`src/rtl/alu_step_ctrl.sv`:
```
// Control-step sequencer: fetch (T0-T2) plus one reg-reg ALU op (T3-T5, T6 for mul/div HI/LO).
// Latency: 6 cycles T0..done (7 for mul/div), plus one per mem_rdy=0 cycle in T1.
// Backpressure: stalls in T1 until mem_rdy; start ignored while busy. Optional ALU_STEP_IMM_EN: c_out replaces r_out[rc] in T4.
module alu_step_ctrl #(
  parameter int                NREGS   = 16,
  parameter int                RIDX_W  = 4,
  parameter int                OPC_W   = 5,
  parameter int                IR_W    = 32,
  parameter logic [OPC_W-1:0]  OPC_MUL = 5'b01111,
  parameter logic [OPC_W-1:0]  OPC_DIV = 5'b10000,
  parameter int                IMM_BIT = 0
) (
  input  logic              Clock,
  input  logic              clear,
  input  logic              start,
  input  logic              mem_rdy,
  input  logic [IR_W-1:0]   ir,
  output logic              busy,
  output logic              done,
  output logic [2:0]        step,
  output logic [OPC_W-1:0]  opcode,
  output logic [NREGS-1:0]  r_in,
  output logic [NREGS-1:0]  r_out,
  output logic              pc_out,
  output logic              mar_in,
  output logic              inc_pc,
  output logic              z_in,
  output logic              zlow_out,
  output logic              zhigh_out,
  output logic              pc_in,
  output logic              read,
  output logic              mdr_in,
  output logic              mdr_out,
  output logic              ir_in,
  output logic              y_in,
  output logic              hi_in,
  output logic              lo_in,
  output logic              c_out
);

  // State encoding doubles as the step number; IDLE reads as 7.
  typedef enum logic [2:0] {
    T0   = 3'd0,
    T1   = 3'd1,
    T2   = 3'd2,
    T3   = 3'd3,
    T4   = 3'd4,
    T5   = 3'd5,
    T6   = 3'd6,
    IDLE = 3'd7
  } state_t;

  localparam int OPC_LSB = IR_W - OPC_W;
  localparam int RA_LSB  = OPC_LSB - RIDX_W;
  localparam int RB_LSB  = RA_LSB - RIDX_W;
  localparam int RC_LSB  = RB_LSB - RIDX_W;

  state_t             state_q, state_d;
  logic               t1_first_q;
  logic [RIDX_W-1:0]  ra_q, rb_q, rc_q;
  logic [OPC_W-1:0]   opc_q;
  logic               muldiv;
  logic               imm_sel;
  logic               unused_ir;

  // Only the instruction fields are consumed; remaining IR bits are don't-care here.
  assign unused_ir = ^ir;

  // Index outside 0..NREGS-1 matches no bit, so the strobe vector stays zero.
  function automatic logic [NREGS-1:0] onehot(input logic [RIDX_W-1:0] idx);
    logic [NREGS-1:0] v;
    v = '0;
    for (int i = 0; i < NREGS; i++) begin
      if (int'(idx) == i) v[i] = 1'b1;
    end
    return v;
  endfunction

  assign muldiv = (opc_q == OPC_MUL) || (opc_q == OPC_DIV);

`ifdef ALU_STEP_IMM_EN
  logic imm_q;

  // Immediate flag captured alongside the register fields.
  always_ff @(posedge Clock or negedge clear) begin
    if (!clear)              imm_q <= 1'b0;
    else if (state_q == T2)  imm_q <= ir[IMM_BIT];
  end

  assign imm_sel = imm_q;
`else
  logic unused_imm;

  assign unused_imm = ir[IMM_BIT];
  assign imm_sel    = 1'b0;
`endif

  // State register; reset drops straight back to IDLE, nothing is resumed.
  always_ff @(posedge Clock or negedge clear) begin
    if (!clear) state_q <= IDLE;
    else        state_q <= state_d;
  end

  // Marks the first T1 cycle so the PC write-back happens only once per wait.
  always_ff @(posedge Clock or negedge clear) begin
    if (!clear) t1_first_q <= 1'b0;
    else        t1_first_q <= (state_q == T0);
  end

  // Capture opcode and register indices at the end of T2 (IR load step).
  always_ff @(posedge Clock or negedge clear) begin
    if (!clear) begin
      opc_q <= '0;
      ra_q  <= '0;
      rb_q  <= '0;
      rc_q  <= '0;
    end else if (state_q == T2) begin
      opc_q <= ir[IR_W-1 -: OPC_W];
      ra_q  <= ir[RA_LSB +: RIDX_W];
      rb_q  <= ir[RB_LSB +: RIDX_W];
      rc_q  <= ir[RC_LSB +: RIDX_W];
    end
  end

  // Next-state sequencing.
  always_comb begin
    state_d = state_q;
    case (state_q)
      IDLE:    if (start) state_d = T0;
      T0:      state_d = T1;
      T1:      if (mem_rdy) state_d = T2;
      T2:      state_d = T3;
      T3:      state_d = T4;
      T4:      state_d = T5;
      T5:      state_d = muldiv ? T6 : IDLE;
      T6:      state_d = IDLE;
      default: state_d = IDLE;
    endcase
  end

  // Output decode from state and latched fields only.
  always_comb begin
    busy      = (state_q != IDLE);
    step      = state_q;
    done      = 1'b0;
    opcode    = '0;
    r_in      = '0;
    r_out     = '0;
    pc_out    = 1'b0;
    mar_in    = 1'b0;
    inc_pc    = 1'b0;
    z_in      = 1'b0;
    zlow_out  = 1'b0;
    zhigh_out = 1'b0;
    pc_in     = 1'b0;
    read      = 1'b0;
    mdr_in    = 1'b0;
    mdr_out   = 1'b0;
    ir_in     = 1'b0;
    y_in      = 1'b0;
    hi_in     = 1'b0;
    lo_in     = 1'b0;
    c_out     = 1'b0;
    case (state_q)
      T0: begin
        pc_out = 1'b1;
        mar_in = 1'b1;
        inc_pc = 1'b1;
        z_in   = 1'b1;
      end
      T1: begin
        read     = 1'b1;
        mdr_in   = 1'b1;
        zlow_out = t1_first_q;
        pc_in    = t1_first_q;
      end
      T2: begin
        mdr_out = 1'b1;
        ir_in   = 1'b1;
      end
      T3: begin
        r_out = onehot(rb_q);
        y_in  = 1'b1;
      end
      T4: begin
        if (imm_sel) c_out = 1'b1;
        else         r_out = onehot(rc_q);
        z_in   = 1'b1;
        opcode = opc_q;
      end
      T5: begin
        zlow_out = 1'b1;
        opcode   = opc_q;
        if (muldiv) begin
          lo_in = 1'b1;
        end else begin
          r_in = onehot(ra_q);
          done = 1'b1;
        end
      end
      T6: begin
        zhigh_out = 1'b1;
        hi_in     = 1'b1;
        done      = 1'b1;
        opcode    = opc_q;
      end
      default: ;
    endcase
  end

endmodule

```
`config.mk`:
```
export PLATFORM = sky130hd
export DESIGN_NAME = alu_step_ctrl
export DESIGN_NICKNAME = d
export VERILOG_FILES = /design/src/rtl/alu_step_ctrl.sv
export SDC_FILE = /design/constraint.sdc
export NUM_CORES = 1
export LEC_CHECK = 0
export CORE_ASPECT_RATIO = 0.75
export CORE_UTILIZATION = 35
export CTS_CLUSTER_DIAMETER = 150
export DETAILED_ROUTE_END_ITERATION = 7
export PLACE_DENSITY = 0.83
export SLEW_MARGIN = 20
export SYNTH_ARGS = -nofsm -noshare
export SYNTH_HDL_FRONTEND = slang
export SYNTH_SLANG_ARGS = --single-unit
export TNS_END_PERCENT = 50
```
`constraint.sdc`:
```
create_clock -name Clock -period 5.08 [get_ports Clock]
set_clock_uncertainty 0.15 [all_clocks]
set_input_delay 1.016 -clock Clock [delete_from_list [all_inputs] [get_ports Clock]]
set_output_delay 1.016 -clock Clock [all_outputs]
set_load 0.02 [all_outputs]
```
Word level (Yosys, flattened, before mapping). Index checks and enable logic that the tools add are counted.

RAM bits: 0. Memories kept: 0. ROM bits: 0. Bits of input ports: 36. Register bits after elaboration: 21. Output and inout port bits: 57. Word-level logic and storage cells: 139. Latch bits: 0.

Shifts and indexed selects: 0. $lt $le $gt $ge: 0. Add/subtract/negate cells: 0. Reductions and logical operators: 8. Multiply operators: 0. Mux-type cells: 68. Bitwise logic cells: 0. Equal/unequal tests: 57. Div/mod/pow operators: 0.

Operators by type and width (number): == test 4 bit, second input constant (24); 2-to-1 mux 1 bit (59); == test 4 x 3 -> 1 bit, second input constant (12); 2-to-1 mux 16 bit (2); one-hot mux 16 bit (2 select lines) (1); == test 4 x 2 -> 1 bit, second input constant (6); one-hot mux 3 bit (8 select lines) (1); == test 3 bit, second input constant (4); == test 4 x 1 -> 1 bit, second input constant (3); zero test 4 bit (3); == test 3 x 2 -> 1 bit, second input constant (2); 2-to-1 mux 3 bit (2); == test 5 x 4 -> 1 bit, second input constant (1); == test 5 bit, second input constant (1); 2-to-1 mux 5 bit (1); != test 2 bit, second input constant (2); one-hot mux 1 bit (2 select lines) (2); == test 3 x 1 -> 1 bit, second input constant (1); zero test 3 bit (1); != test 3 bit, second input constant (1); OR reduction 3 bit (1); AND reduction 2 bit (1); OR reduction 2 bit (1); logical OR 1 bit (1).

Depth between registers and ports, before layout.
Word-level depth: 4. Gate-level depth with buffers: 7. Gate-level depth less buffers: 6.

Worst setup path after synthesis. Ideal clock, no wire load.

Path kind: flip-flop to output port. Start: register state_q[0], in the netlist step[0]. End: output port r_out[11]. Path slack: 1.945 ns. Cell stages (with the launch flop): 6. Path buffers: 0. Required time: 3.914 ns. Arrival time: 1.969 ns. Cells stage by stage: dfstp_2 > ha_1 > nor2b_1 > nand2b_1 > a21bo_2 > nor2_1.

Cells in the longest elaborated chain, start to end: 2. Elaborated cells on any way between the ends: 3. Classes of those cells: eq/ne (2); mux (1).

Ends and longest elaborated chain: start, declared (line 58) `state_t state_q, state_d;`; start signal, assigned (line 101) `else state_q <= state_d;`; == test 3 bit or == test 3 x 2 -> 1 bit (tied branches) (line 164) `case (state_q)`; one-hot mux 16 bit (2 select lines) (*) (line 164); end, declared (line 23) `output logic [NREGS-1:0] r_out,`.

Every way passes the cells marked *; elsewhere a longest branch is shown, timed or not.

Final worst setup path.
Start: register state_q[0], in the netlist step[0]. End: output port r_out[10].

The elaborated chain is that of the path after synthesis.

==> summary.md <==
| Metric | Value |
|---|---|
| Syn avg cell area | `8.60 um2` |
| Clock buffer depth | `2` |
| Initial drt markers | `82` |
| Top_reg_cell synth | `dfrtp_1` |
| Ant. Diodes | `0` |
| Number of synthesized register bits | `21` |
| H-tree Lvls | `1` |
| IR drop worst, VDD | `0.247 mV` |
| GRT Residual Overflow | `0` |
| Area Growth Syn to Fin | `58.1%` |
| Fmax | `266 MHz` |
| Setup TNS | `0 ps` |
| Tmin final | `3750 ps` |
| Postcts setup bufs | `0` |
| Worst path cell trace | `inv_1 > ha_1 > and2_1 > nor3_1 > o21ai_0 > nor2_1 > clkdlybuf4s50_1` |
| Synth unique cells | `34` |
| Pre-antenna DRT Iters | `5` |
| Synthesized cell area | `1400 um2` |
| Outcome | `finished clean` |
| Initial Util | `37.3%` |
| DRC violation count after routing | `0` |
| Vias per cell | `4.88` |
| Vias | `1,395` |
| Yosys warns | `0` |
| Worst-Margin Slew | `942 ps` |
| Synth async-reset ratio | `100%` |
| Worst Hold Path EP | `step[0]` |
| CTS tree | `done` |
| Tot Pwr | `1.23 mW` |
| Nets | `276` |
| Hold Path Class | `reg -> reg` |
| Max cap viols | `0` |
| Routed wire length | `3.83 mm` |
| Std-Cell Rows | `19` |
| Hold Slack | `389 ps` |
| Post-synth EDFFs | `0` |
| Largest net degree at the start of global routing | `22` |
| Count of final setup violators | `0` |
| Avg WL per Cell | `13.4 um` |
| Critical Path AT | `2590 ps` |
| RePlAce Congestion | `0.819` |
| Worst skew pair latency | `260 ps` |
| Pre-CTS WS | `1610 ps` |
| FF-to-FF Start | `step[1]` |
| Crit-path max FO | `8` |
| Crit-path max cell delay | `610 ps` |
| Cell family contributing the most delay on the critical path | `buffers and inverters` |
| Seq/Total Area, Yosys | `37.7%` |
| # fillers | `367` |
| Core area | `3760 um2` |
| FF-to-FF setup slack | `3110 ps` |
| Unrepaired setup endpoints after global routing | `no` |
| Fin. Hold Viols | `0` |
| Mapped Nets | `204` |
| Setup ws final | `1330 ps` |
| Worst hold start | `step[0]` |
| Share of cells above drive strength 1 | `10.7%` |
| Cell Pwr Density | `553 nW/um2` |
| GRT Util Overall | `19.2%` |
| Crit path buf inv count | `2` |
| Post-Syn Instances | `163` |
| Clock sink count | `21` |
| WP data required | `3910 ps` |
| Hold Buf Count CTS | `0` |
| Vias in the first global route | `1,311` |
| Leak | `0.847 nW` |
| CP Capture Type | `primary output` |
| Critical path type | `reg -> out` |
| Clk root buf | `clkbuf_8` |
| Clock-pin slew on the worst setup and hold paths | `70 ps` |
| R2R Path End | `opc_q[3]` |
| Io pins | `93` |
| IO Port Bufs | `76` |
| Hold Path Cell Cnt | `2` |
| First-pass GRT wire length | `6.28 mm` |
| Pins Over Slew Limit | `0` |
| Worst setup SP type | `flop` |
| Slowest library cell on the worst path | `clkdlybuf4s50_1` |
| Resized Gates After CTS | `0` |
| Initial antenna violation count | `0` |
| DPL Wire Length | `3.00 mm` |
| Die Span Y | `56.8 um` |
| Die span in x | `75.1 um` |
| Max-slew headroom | `37.0%` |
| Die Footprint | `4270 um2` |
| R2R cell count | `4` |
| Final period util | `73.9%` |
| TritonCTS Buffers | `3` |
| DRT antenna net count | `0` |
## how the worst max path moves through the flow
stage | startpoint | to | slack [ps] | cells after the start
3_5_place_dp | step[0] | r_out[2] | 1610 | 7
2_1_floorplan | step[0] | r_out[11] | 1950 | 5
4_1_cts | step[0] | r_out[2] | 1320 | 7
3_3_place_gp | step[0] | r_out[10] | 1630 | 7
5_1_grt | step[0] | r_out[14] | 1120 | 7
6_report | step[0] | r_out[10] | 1330 | 7
## layout by cell type (no fill, tap or decap), types with 2 or more instances in the layout
master	count
o21ai_0	6
a31oi_1	3
clkbuf_8	3
nand3b_1	3
nor2_1	40
clkdlybuf4s50_1	76
nor2b_1	2
nor4_1	2
ha_1	5
o31a_1	2
nand3_1	4
inv_1	6
a21oi_1	3
dfstp_2	3
nand2b_1	4
dfrtp_1	18
nor3b_1	3
and2_1	8
nand2_1	10
mux2_2	14
nor3_1	3
## state kept, by name (all words and copies together) (netlist names)
signal,count
step,3
ra_q,4
rb_q,4
rc_q,4
opc_q,5
t1_first_q,1
## cells by family after synthesis
family	after synthesis	share of synthesized area, %
simple gates	86	30.0
flops	21	37.7
compound gates	19	9.19
buf+inv	16	6.42
mux	15	12.0
fa+ha+maj	5	4.46
other cells	1	0.267
## synthesized netlist by cell type (4+ instances only)
library cell	count	share of area, %
dfrtp_1	18	32
buf_4	7	3.7
ha_1	5	4.5
and2_1	8	3.6
inv_1	6	1.6
nand2_1	10	2.7
o21ai_0	6	2.1
mux2_2	14	11
nand2b_1	4	1.8
nor2_1	40	11
nand3_1	4	1.4
## layout make-up
| cell class | instances | area (um2) | share of cell area (%) |
|---|---|---|---|
| Multi-Input combinational cell | 126 | 786 | 35.4 |
| Inverter | 6 | 22.5 | 1.02 |
| Tap cell | 52 | 65.1 | 2.93 |
| Sequential cell | 21 | 529 | 23.9 |
| Clock inverter | 1 | 5.00 | 0.226 |
| Clock buffer | 3 | 41.3 | 1.86 |
| Timing Repair Buffer | 77 | 768 | 34.7 |
## metrics by stage
stage | utilization [%] | instances | area, um2
2_1_floorplan | - | 163 | 1400
3_3_place_gp | 57.8 | 282 | 2170
3_5_place_dp | 57.8 | 282 | 2170
4_1_cts | 59.0 | 286 | 2220
5_1_grt | 59.0 | 286 | 2220
6_report | 59.0 | 286 | 2220
## worst register-to-register path, cell delays in order (launching register included)
cell	delay, ps
dfstp_2	560
ha_1	220
nor2b_2	240
buf_4	300
mux2_2	380
## routing by layer
layer / up-vias / part of all wire [%] / GRT usage (%)
met5: - / 0 / 0
met4: 0 / 0.39 / 2.43
met3: 2 / 8.2 / 5.92
met2: 62 / 45 / 30.4
met1: 642 / 47 / 26.4
li1: 689 / - / -
## power by group
group	internal, mW	switching (mW)
registers	0.265	0.106
clock network	0.0546	0.0531
logic	0.358	0.390
(Power assumes the default switching activity.)
